`config.mk`:
```
export PLATFORM = sky130hd
export DESIGN_NAME = dual_port_memory
export DESIGN_NICKNAME = d
export VERILOG_FILES = /design/src/rtl/dpm_pkg.sv /design/src/rtl/dpm_bypass.sv /design/src/rtl/dual_port_memory.sv
export SDC_FILE = /design/constraint.sdc
export NUM_CORES = 1
export LEC_CHECK = 0
export CAP_MARGIN = 20
export CORE_ASPECT_RATIO = 1.2
export CORE_MARGIN = 4
export CORE_UTILIZATION = 50
export CTS_BUF_LIST = sky130_fd_sc_hd__clkbuf_8
export DETAILED_ROUTE_END_ITERATION = 8
export DONT_BUFFER_PORTS = 1
export PLACE_DENSITY = 0.68
export SYNTH_ARGS = -nofsm -noshare
export SYNTH_HDL_FRONTEND = slang
export SYNTH_HIERARCHICAL = 1
export SYNTH_SLANG_ARGS = --single-unit
```
`constraint.sdc`:
```
create_clock -name Clk -period 1.6 [get_ports Clk]
set_input_delay 0.24 -clock Clk [delete_from_list [all_inputs] [get_ports Clk]]
set_output_delay 0.24 -clock Clk [all_outputs]
set_load 0.02 [all_outputs]
```
`src/rtl/dpm_pkg.sv`:
```
// Shared sizing constants and types for the 16 x 32 dual-port RAM.
// Imported by the memory top and its read-bypass helper.
package dpm_pkg;

  localparam int DATA_WIDTH = 32;
  localparam int ADDR_WIDTH = 4;
  localparam int DEPTH      = 2 ** ADDR_WIDTH;

  typedef logic [DATA_WIDTH-1:0] word_t;
  typedef logic [ADDR_WIDTH-1:0] addr_t;

endpackage

```
`src/rtl/dpm_bypass.sv`:
```
// Same-address write-through select for the registered read port.
// A read colliding with a write on the same edge returns the new data.
module dpm_bypass
  import dpm_pkg::*;
(
  input  logic  wr_en,
  input  addr_t wr_addr,
  input  word_t wr_data,
  input  addr_t rd_addr,
  input  word_t mem_data,
  output word_t rd_data
);

  logic hit;

  always_comb begin
    hit     = wr_en && (wr_addr == rd_addr);
    rd_data = hit ? wr_data : mem_data;
  end

endmodule

```
`src/rtl/dual_port_memory.sv`:
```
// 16 x 32 simple dual-port RAM: one write port, one registered read port.
// Flop array with async clear, so it stays out of block RAM.
module dual_port_memory
  import dpm_pkg::*;
(
  input  logic  Clk,
  input  logic  Rst,
  input  logic  Wr_en,
  input  addr_t Wr_addr,
  input  word_t Data_in,
  input  logic  Rd_en,
  input  addr_t Rd_addr,
  output word_t Data_out
);

  word_t mem_q [DEPTH];
  word_t mem_d [DEPTH];
  word_t dout_q;
  word_t dout_d;
  word_t rd_data;

  dpm_bypass u_bypass (
    .wr_en    (Wr_en),
    .wr_addr  (Wr_addr),
    .wr_data  (Data_in),
    .rd_addr  (Rd_addr),
    .mem_data (mem_q[Rd_addr]),
    .rd_data  (rd_data)
  );

  always_comb begin
    mem_d = mem_q;
    if (Wr_en) begin
      mem_d[Wr_addr] = Data_in;
    end
    dout_d = dout_q;
    if (Rd_en) begin
      dout_d = rd_data;
    end
  end

  always_ff @(posedge Clk or negedge Rst) begin
    if (!Rst) begin
      for (int i = 0; i < DEPTH; i++) begin
        mem_q[i] <= '0;
      end
      dout_q <= '0;
    end else begin
      mem_q  <= mem_d;
      dout_q <= dout_d;
    end
  end

  assign Data_out = dout_q;

endmodule

```
==> results of run 1 <==
[critical path, cell delays in order, from the launching register on]
cell and delay, ps:
dfrtp_1 380, mux4_2 490, a22oi_2 190, nand2_1 90, mux2_4 270, mux2_4 250
[synthesized netlist by cell type]
cell         n
or4_1        1
buf_2       61
nor4_2       1
and2_1       1
a222oi_1     1
inv_1        3
or2b_1       1
clkbuf_1    63
nand3_1      2
nor2_1       7
o2111ai_1    1
buf_1        7
mux4_2     128
nor3b_4      1
mux2_1       7
a22oi_1     64
nand2_1     34
mux2_2     539
or3_1        2
mux2_4      30
buf_6        3
xor2_1       1
nor3_1       6
nand3b_1     2
dfrtp_1    544
nand2b_1     4
nor2b_1      2
[worst max-delay path by stage]
stage,start,end,slack [ps],depth (start not counted)
2_1_floorplan,Rd_addr[0],Data_out[7],-300,7
5_1_grt,mem_q[389],Data_out[5],-250,5
3_5_place_dp,Rd_addr[0],Data_out[0],-390,6
3_3_place_gp,Rd_addr[0],Data_out[31],-380,6
6_report,mem_q[435],Data_out[19],-180,5
4_1_cts,mem_q[435],Data_out[19],-170,5
[logic make-up (layout without fill, tap and decap cells)]
kind of cell    after synthesis  in the layout  synth area share, %
compound gates               66             66                2.035
other cells                   0              1                    0
buf+inv                     137            231                2.500
xor+xnor                      1              1              0.03572
flops                       544            544                55.50
simple gates                 64             64                1.270
mux                         704            704                38.66
[area by class of cell]
class | count | area share, %
sequential | 544 | 48.55
multi-input combinational | 835 | 38.38
clock buffer | 112 | 5.497
timing repair buffer | 85 | 4.132
tap | 630 | 2.811
clock inverter | 31 | 0.5801
inverter | 3 | 0.04016
antenna | 1 | 0.008924
[report_power, final]
part           internal (W)  total, W  switching, W
combinational       0.00455   0.00645       0.00190
clock               0.00637    0.0117       0.00532
sequential           0.0170    0.0191       0.00205
total                0.0279    0.0372       0.00928
[routing by layer]
metal	GRT usage, %	part of all wire [%]	vias up
li1	-	-	5722
met1	31.17	44	7438
met2	36.92	50	257
met3	4.384	4.4	63
met4	5.987	1.6	0
met5	0	0	-
[timing repair]
| item | 4_1_cts | 5_1_grt |
|---|---|---|
| setup endpoints to repair | 32 | 32 |
| hold endpoints to repair | 1088 | 576 |
| pin swaps | 13 | 1 |
| buffers inserted | 1 | 0 |
| gates resized for setup | 32 | 14 |
[flip-flops by register name, summed over array words and instances, names as in the netlist]
register,count
mem_q,512
Data_out,32
[per-stage QoR]
stage	std cells	hold WS (ps)	total power [W]
finish	2241	-650.7	0.03721
global route	2241	-709.3	0.03906
CTS	2240	-748.7	0.03754
detailed placement	2063	-23.36	0.02536
global placement	2063	-20.18	0.02491
floorplan	1516	-55.59	0.02412
==> run summary, run 1 <==
* clkbuf_8 — CTS Root Cell
* 544 — number of sinks handled by clock tree synthesis
* complete, but fails checks — run status
* 25.87 um — post-DR wirelength/cell
* 86 — clock buffer count from CTS
* 4 — first drt pass iteration count
* flip-flop — element type at the critical path end
* 55.50% — area share of the largest cell type after synthesis
* -49.61% — Slew HR
* 2 — maximum net fanout on the critical path
* 6.015 — ratio of routed vias to standard cells
* 650 ps — latest clock arrival within the worst-skew pair
* 88 — num rows
* 1327 nW/um2 — Pwr per Cell Area
* -4510 ps — final total negative setup slack
* 544 — number of register bits inferred by synthesis
* 210.2 um — horizontal die dimension
* 3 — total number of H-tree levels
* true — unrepaired setup endpoints after global routing
* -179.0 ps — final worst setup slack
* 33 — count of hold-fix buffers inserted at cts
* 576 — endpoints failing hold
* 52680 um2 — die area
* 0 — Antenna Violating Nets Remaining
* 31.63 mm — sum of net half-perimeters after detailed placement
* 57.97 mm — Total Wirelength
* 60 ps — clock-pin slew on the worst setup and hold paths
* 0 — Port Buffer Count
* -386.8 ps — pre-CTS WS
* mem_q[435] — launching point of the worst reg2reg path
* 28040 um2 — final design area excluding fillers
* 58.14% — share of post-route cells with drive strength above 1
* 48340 um2 — core region area
* negative hold slack, max-slew violations, negative setup slack — failing checks
* 11.96 nW — leakage power
* 0 — number of DRC violations after detailed routing
* in2async — Hold Path Class
* 58.01% — fraction of the core area covered by cells at the end of the flow
* 24530 um2 — post-synthesis cell area
* dfrtp_1 — cell type with the highest aggregate area in the netlist
* done — CTS tree
* 2320 ps — CP Data Arrival Time
* 0 — remaining global-route overflow
* 250.6 um — die span in y
* 27 — Yosys cell types
* flip-flop — startpoint types
* 1599 — Final #Nets
* 14.32% — synthesis-to-finish area growth
* 867 — count of routing violations after the opening detailed-route iteration
* 18.43 ps — final setup skew
* 10760 um2 — area of combinational cells with multiple inputs
* 5 — Worst Reg2Reg Path Length in Cells
* -180 ps — minimum setup slack among reg-to-reg paths
* 732.5 uV — highest ir drop seen on vdd
* 32 — Final setup violation count
* 22.52% — global-route usage over all layers
* 50.74% — Initial Util
* 90.85 mm — first-pass GRT wire length
* 1 — number of antenna violations at the first check in global routing
* 13610 um2 — FF+latch area
* 545 — pin count of the biggest net entering global routing
* Data_out[19] — capture instance of the worst register-to-register path
* 3 — Bufs on Longest Clock Path
* 16.18 um2 — Avg Synthesized Cell Area
* 0 — number of max-capacitance violations reported
* 76 — # IOs
* 319 — max-slew violation total from the final report
* 13.48k — via count of the routed design
* 15.05k — vias in the first global route
* 6 — number of warnings reported in the yosys synthesis log
* dfrtp_1 (56%), mux2_2 (25%), mux4_2 (12%) — top cells by area, synth
* 111.2% — share of the clock period used by the worst path after layout
* -650.7 ps — final hold slack
* 55.50% — sequential area share after synthesis
* 25770 um2 — instance area after placement
* 2244 ps — Slew @ Worst Pin
* dfrtp_1 — most common cell after layout, fill and taps aside
* dfrtp_1 (544), mux2_2 (507), mux4_2 (128), clkbuf_8 (112), mux2_4 (62) — commonest cells after routing, fill and taps aside
* 1560 — Post-Syn Nets
* 3676 — fillers
* 562.1 MHz — Peak Freq
* 0.7283 — routability congestion estimate
* 1516 — Mapped Cells
* reg2reg — type of the worst setup path
* 2140 ps — Required @ worst endpoint
* 1779 ps — final period demand of the worst path
No activity file was read; power rests on OpenSTA's default activity.
==> run 2: changes to the inputs <==
--- a/config.mk
+++ b/config.mk
@@ -12,6 +12,7 @@
 export CTS_BUF_LIST = sky130_fd_sc_hd__clkbuf_8
 export DETAILED_ROUTE_END_ITERATION = 8
 export DONT_BUFFER_PORTS = 1
+export HOLD_SLACK_MARGIN = 0.12
 export PLACE_DENSITY = 0.68
 export SYNTH_ARGS = -nofsm -noshare
 export SYNTH_HDL_FRONTEND = slang
==> run summary, run 2 (synthesis gave the netlist of run 1 again) <==
* done — CTS tree
* 35 — count of hold-fix buffers inserted at cts, +6.1%
* -44.28% — Slew HR, +5.3 points
* 732.5 uV — highest ir drop seen on vdd, about the same
* 5 — WP depth, unchanged
* 2164 ps — Slew @ Worst Pin, -79.90 ps
* mux4_2 — critical path's slowest cell
* 14.42% — synthesis-to-finish area growth, about the same
* 88 — num rows, unchanged
* 250.6 um — die span in y, unchanged
* in2async — Hold Path Class
* 1775 ps — final period demand of the worst path, -3.741 ps
* 0 — number of buffer and inverter instances along the worst setup path, unchanged
* 1601 — Final #Nets, +0.13%
* 660 ps — latest clock arrival within the worst-skew pair, about the same
* 6.032 — ratio of routed vias to standard cells, +0.28%
* 0 — number of DRC violations after detailed routing, unchanged
* 13.53k — via count of the routed design, +0.37%
* 18.75 ps — final setup skew, +0.3110 ps
* -180 ps — minimum setup slack among reg-to-reg paths, about the same
* 50.74% — Initial Util, unchanged
* 52680 um2 — die area, unchanged
* 5 — Worst Reg2Reg Path Length in Cells, unchanged
* mux2_4 — Critical Path Most Common Cell
* 576 — endpoints failing hold, unchanged
* -175.2 ps — final worst setup slack, +3.741 ps
* 545 — pin count of the biggest net entering global routing, unchanged
* 90.99 mm — first-pass GRT wire length, +0.16%
* 1326 nW/um2 — Pwr per Cell Area, about the same
* 5 — first drt pass iteration count, +1
* 48340 um2 — core region area, unchanged
* 808 — count of routing violations after the opening detailed-route iteration, -6.8%
* 22.55% — global-route usage over all layers, +0.030 points
* 2140 ps — Required @ worst endpoint, about the same
* 32 — Final setup violation count, unchanged
* dfrtp_1 — most common cell after layout, fill and taps aside
* 25.91 um — post-DR wirelength/cell, +0.16%
* 58.12 mm — Total Wirelength, +0.24%
* 58.06% — fraction of the core area covered by cells at the end of the flow, about the same
* 58.06% — share of post-route cells with drive strength above 1, -0.072 points
* 0 — Antenna Violating Nets Remaining, unchanged
* 3 — total number of H-tree levels, unchanged
* 316 — max-slew violation total from the final report, -0.94%
* 3 — Bufs on Longest Clock Path, unchanged
* 512 — flip-flop count of the largest register, all copies and words added, unchanged
* clkbuf_8 — CTS Root Cell
* -655.3 ps — final hold slack, -4.575 ps
* 11.97 nW — leakage power, about the same
* flip-flop — element type at the critical path end
* 563.3 MHz — Peak Freq, +0.21%
* true — unrepaired setup endpoints after global routing
* 60 ps — clock-pin slew on the worst setup and hold paths, about the same
* 111.0% — share of the clock period used by the worst path after layout, -0.23 points
* 490 ps — largest stage delay on the critical path, about the same
* complete, but fails checks — run status
* 1 — number of antenna violations at the first check in global routing, unchanged
* 2320 ps — CP Data Arrival Time, about the same
* 0.03722 W — Total Power, about the same
* reg2reg — type of the worst setup path
* 76 — # IOs, unchanged
* mem_q — register bank with the most flops
* flip-flop — startpoint types
* negative hold slack, max-slew violations, negative setup slack — failing checks
* dfrtp_1 (544), mux2_2 (507), mux4_2 (128), clkbuf_8 (112), mux2_4 (62) — commonest cells after routing, fill and taps aside
* mux4_2 -> a22oi_2 -> nand2_1 -> mux2_4 -> mux2_4 — CP Cell Sequence
* 2 — maximum net fanout on the critical path, unchanged
* 210.2 um — horizontal die dimension, unchanged
* 31.63 mm — sum of net half-perimeters after detailed placement, unchanged
* 0 — number of max-capacitance violations reported, unchanged
* multiplexers — critical path's top delay family
* 86 — clock buffer count from CTS, unchanged
* 544 — number of sinks handled by clock tree synthesis, unchanged
* 0 — remaining global-route overflow, unchanged
* 0.7283 — routability congestion estimate, unchanged
* 15.08k — vias in the first global route, +0.19%
* 0 — Port Buffer Count, unchanged
-- run 2: report_power, final --
group	switching, W	internal (W)	leakage [nW]
Sequential	0.00205	0.0170	6.68
Combinational	0.00191	0.00455	4.33
Clock	0.00533	0.00637	0.959
-- run 2: area by class of cell --
| cell class | count | area [um2] |
|---|---|---|
| Antenna cell | 1 | 2.502 |
| Clock buffer | 112 | 1541 |
| Clock inverter | 31 | 162.7 |
| Fill cell | 3676 | 20270 |
| Inverter | 3 | 11.26 |
| Multi-Input combinational cell | 835 | 10770 |
| Sequential cell | 544 | 13610 |
| Tap cell | 630 | 788.3 |
| Timing Repair Buffer | 87 | 1179 |
-- run 2: worst register-to-register path, stage by stage (launching register included) --
cell	delay [ps]
dfrtp_1	380
mux4_2	490
a22oi_2	190
nand2_1	90
mux2_4	270
mux2_4	250
-- run 2: final timing paths --
check                            from      endpoint
min                               Rst    mem_q[416]
min in group Clk                Rd_en   Data_out[2]
max in group asynchronous         Rst    mem_q[182]
min reg2reg                mem_q[163]    mem_q[163]
max                        mem_q[435]  Data_out[19]
max reg2reg                mem_q[435]  Data_out[19]
-- run 2: through the flow --
stage	hold WS (ps)	area (um2)	setup slack [ps]	setup TNS, ps	instances
2_1_floorplan	-55.59	24850	-295.5	-9389	1516
5_1_grt	-709.3	28060	-246.8	-6304	2243
3_5_place_dp	-23.36	25770	-386.8	-18960	2063
3_3_place_gp	-20.18	25770	-380.9	-16850	2063
4_1_cts	-748.7	27990	-169.5	-5776	2242
6_report	-655.3	28060	-175.2	-4478	2243
-- run 2: what timing repair did --
item / CTS / global route
gates resized for setup: 32 / 15
buffers inserted: 1 / 0
endpoints found under the hold margin: 1088 / 576
endpoints found under the setup margin: 32 / 64
pin swaps: 13 / 1
-- run 2: routing by layer --
metal	vias up	GRT usage, %	wire (um)
li1	5727	-	-
met1	7463	31.21	25190
met2	277	36.97	29320
met3	63	4.384	2675
met4	0	5.987	931
met5	-	0	0
==> run 3: changes to the inputs <==
--- a/config.mk
+++ b/config.mk
@@ -8,12 +8,11 @@
 export CAP_MARGIN = 20
 export CORE_ASPECT_RATIO = 1.2
 export CORE_MARGIN = 4
-export CORE_UTILIZATION = 50
+export CORE_UTILIZATION = 40
 export CTS_BUF_LIST = sky130_fd_sc_hd__clkbuf_8
 export DETAILED_ROUTE_END_ITERATION = 8
 export DONT_BUFFER_PORTS = 1
 export HOLD_SLACK_MARGIN = 0.12
-export PLACE_DENSITY = 0.68
 export SYNTH_ARGS = -nofsm -noshare
 export SYNTH_HDL_FRONTEND = slang
 export SYNTH_HIERARCHICAL = 1
==> run summary, run 3 (synthesis gave the netlist of run 1 again) <==
* complete, but fails checks — run status
* negative hold slack, max-slew violations, negative setup slack — failing checks
* -197.0 ps — final worst setup slack, -21.83 ps
* 32 — Final setup violation count, unchanged
* 61.38 mm — Total Wirelength, +5.6%
* 19.32% — global-route usage over all layers, -3.2 points
* 5.525 — ratio of routed vias to standard cells, -8.4%
* 0.03788 W — Total Power, +1.8%
* dfrtp_1 (544), mux2_2 (506), mux4_2 (128), clkbuf_8 (117), mux2_4 (63) — commonest cells after routing, fill and taps aside
* 76 — # IOs, unchanged
* 690 ps — latest clock arrival within the worst-skew pair, +30 ps
* 65360 um2 — die area, +24%
* 533.7 uV — highest ir drop seen on vdd, -27%
* 12.20 nW — leakage power, +1.9%
* 33.98 mm — sum of net half-perimeters after detailed placement, +7.4%
* 60820 um2 — core region area, +26%
* 0 — Port Buffer Count, unchanged
* 234.1 um — horizontal die dimension, +11%
* 545 — pin count of the biggest net entering global routing, unchanged
* 1322 nW/um2 — Pwr per Cell Area, -0.34%
* flip-flop — element type at the critical path end
* 993 — count of routing violations after the opening detailed-route iteration, +23%
* 47.11% — fraction of the core area covered by cells at the end of the flow, -11 points
* -4608 ps — final total negative setup slack, -129.9 ps
* Data_out[12] — capture instance of the worst register-to-register path
* 544 — number of sinks handled by clock tree synthesis, unchanged
* 2170 ps — Required @ worst endpoint, +30 ps
* 20.82 ps — final setup skew, +2.077 ps
* mem_q[492] — launch point of the worst path
* 5 — Worst Reg2Reg Path Length in Cells, unchanged
* reg2reg — type of the worst setup path
* 99 — num rows, +13%
* -694.0 ps — final hold slack, -38.76 ps
* true — unrepaired setup endpoints after global routing
* 0 — Antenna Violating Nets Remaining, unchanged
* 0.7700 — routability congestion estimate, +5.7%
* 2 — maximum net fanout on the critical path, unchanged
* -0.9811% — Slew HR, +43 points
* 58.86% — share of post-route cells with drive strength above 1, +0.79 points
* 1797 ps — final period demand of the worst path, +21.82 ps
* 46 — count of hold-fix buffers inserted at cts, +31%
* 112.3% — share of the clock period used by the worst path after layout, +1.4 points
* 1515 ps — Slew @ Worst Pin, -649.5 ps
* 60 ps — clock-pin slew on the worst setup and hold paths, about the same
* in2async — Hold Path Class
* -200 ps — minimum setup slack among reg-to-reg paths, -20 ps
* mem_q[492] — launching point of the worst reg2reg path
* mem_q — register bank with the most flops
* 279.3 um — die span in y, +11%
* 3 — Bufs on Longest Clock Path, unchanged
* Data_out[12] — Worst Setup EP
* 1624 — Final #Nets, +1.4%
* 24.96 um — post-DR wirelength/cell, -3.7%
* 13.59k — via count of the routed design, +0.41%
* 512 — flip-flop count of the largest register, all copies and words added, unchanged
* 3 — number of antenna violations at the first check in global routing, +2
* dfrtp_1 — most common cell after layout, fill and taps aside
* 15.23k — vias in the first global route, +0.97%
* done — CTS tree
* 0 — number of DRC violations after detailed routing, unchanged
* 95.65 mm — first-pass GRT wire length, +5.1%
* 0 — number of max-capacitance violations reported, unchanged
* 556.5 MHz — Peak Freq, -1.2%
* 31 — max-slew violation total from the final report, -90%
* 4 — first drt pass iteration count, -1
* 3 — total number of H-tree levels, unchanged
* flip-flop — startpoint types
* 576 — endpoints failing hold, unchanged
* 40.33% — Initial Util, -10 points
* clkbuf_8 — CTS Root Cell
* 0 — remaining global-route overflow, unchanged
* 89 — clock buffer count from CTS, +3.5%
* 16.82% — synthesis-to-finish area growth
* 2370 ps — CP Data Arrival Time, +50 ps
-- run 3: changes by cell type in the layout (fill, tap and decap cells not counted), sizes merged --
cell / before / now
clkinvlp: 3 / 1
dlymetal6s4s: 0 / 3
dlygate4sd3: 35 / 41
clkinv: 3 / 12
bufinv: 1 / 0
buf: 52 / 63
clkbuf: 112 / 117
diode: 1 / 3
inv: 27 / 32
-- run 3: critical path: stages, from the launching register on --
cell     delay [ps]
dfrtp_1         380
mux4_2          470
a22oi_2         190
nand2_1         110
mux2_4          280
mux2_4          260
-- run 3: how the worst min path moves through the flow --
stage | start | end | slack [ps] | depth (start not counted)
2_1_floorplan | Rst | Data_out[0] | -60 | 0
3_3_place_gp | Rst | mem_q[357] | -20 | 0
3_5_place_dp | Rst | mem_q[325] | -20 | 0
4_1_cts | Rst | mem_q[487] | -770 | 0
5_1_grt | Rst | mem_q[392] | -740 | 0
6_report | Rst | mem_q[261] | -690 | 0
-- run 3: layer usage --
layer	vias up	routed length [um]	GRT usage [%]
met5	-	0	0
met4	0	1279	5.684
met3	90	2826	3.316
met2	222	31080	32.35
met1	7476	26190	25.99
li1	5798	-	-
-- run 3: repair_timing --
item,CTS,global route
hold endpoints to repair,1088,576
setup endpoints to repair,32,282
pin swaps,9,3
resized for setup,45,16
setup buffers,1,2
-- run 3: final cells by class --
cell class,instances,area (um2)
clock inverters,42,200.2
well taps,808,1011
flip-flops and latches,544,13610
inverters,3,11.26
clock buffers,117,1610
multi-input cells,835,10820
repair buffers,107,1384
diodes,3,7.507
fillers,5154,32170
-- run 3: power by group --
group / internal, W / switching [W]
clock: 0.00655 / 0.00564
combinational: 0.00464 / 0.00197
sequential: 0.0170 / 0.00206
total: 0.0282 / 0.00967
-- run 3: through the flow --
step           std cells  instance area (um2)  hold slack, ps  setup WS (ps)
2_1_floorplan       1516                24850          -55.59         -295.5
3_3_place_gp        2249                26060          -22.36         -391.4
5_1_grt             2458                28650          -737.3         -270.3
4_1_cts             2455                28570          -774.2         -239.1
3_5_place_dp        2249                26060          -18.71         -336.3
6_report            2459                28650          -694.0         -197.0
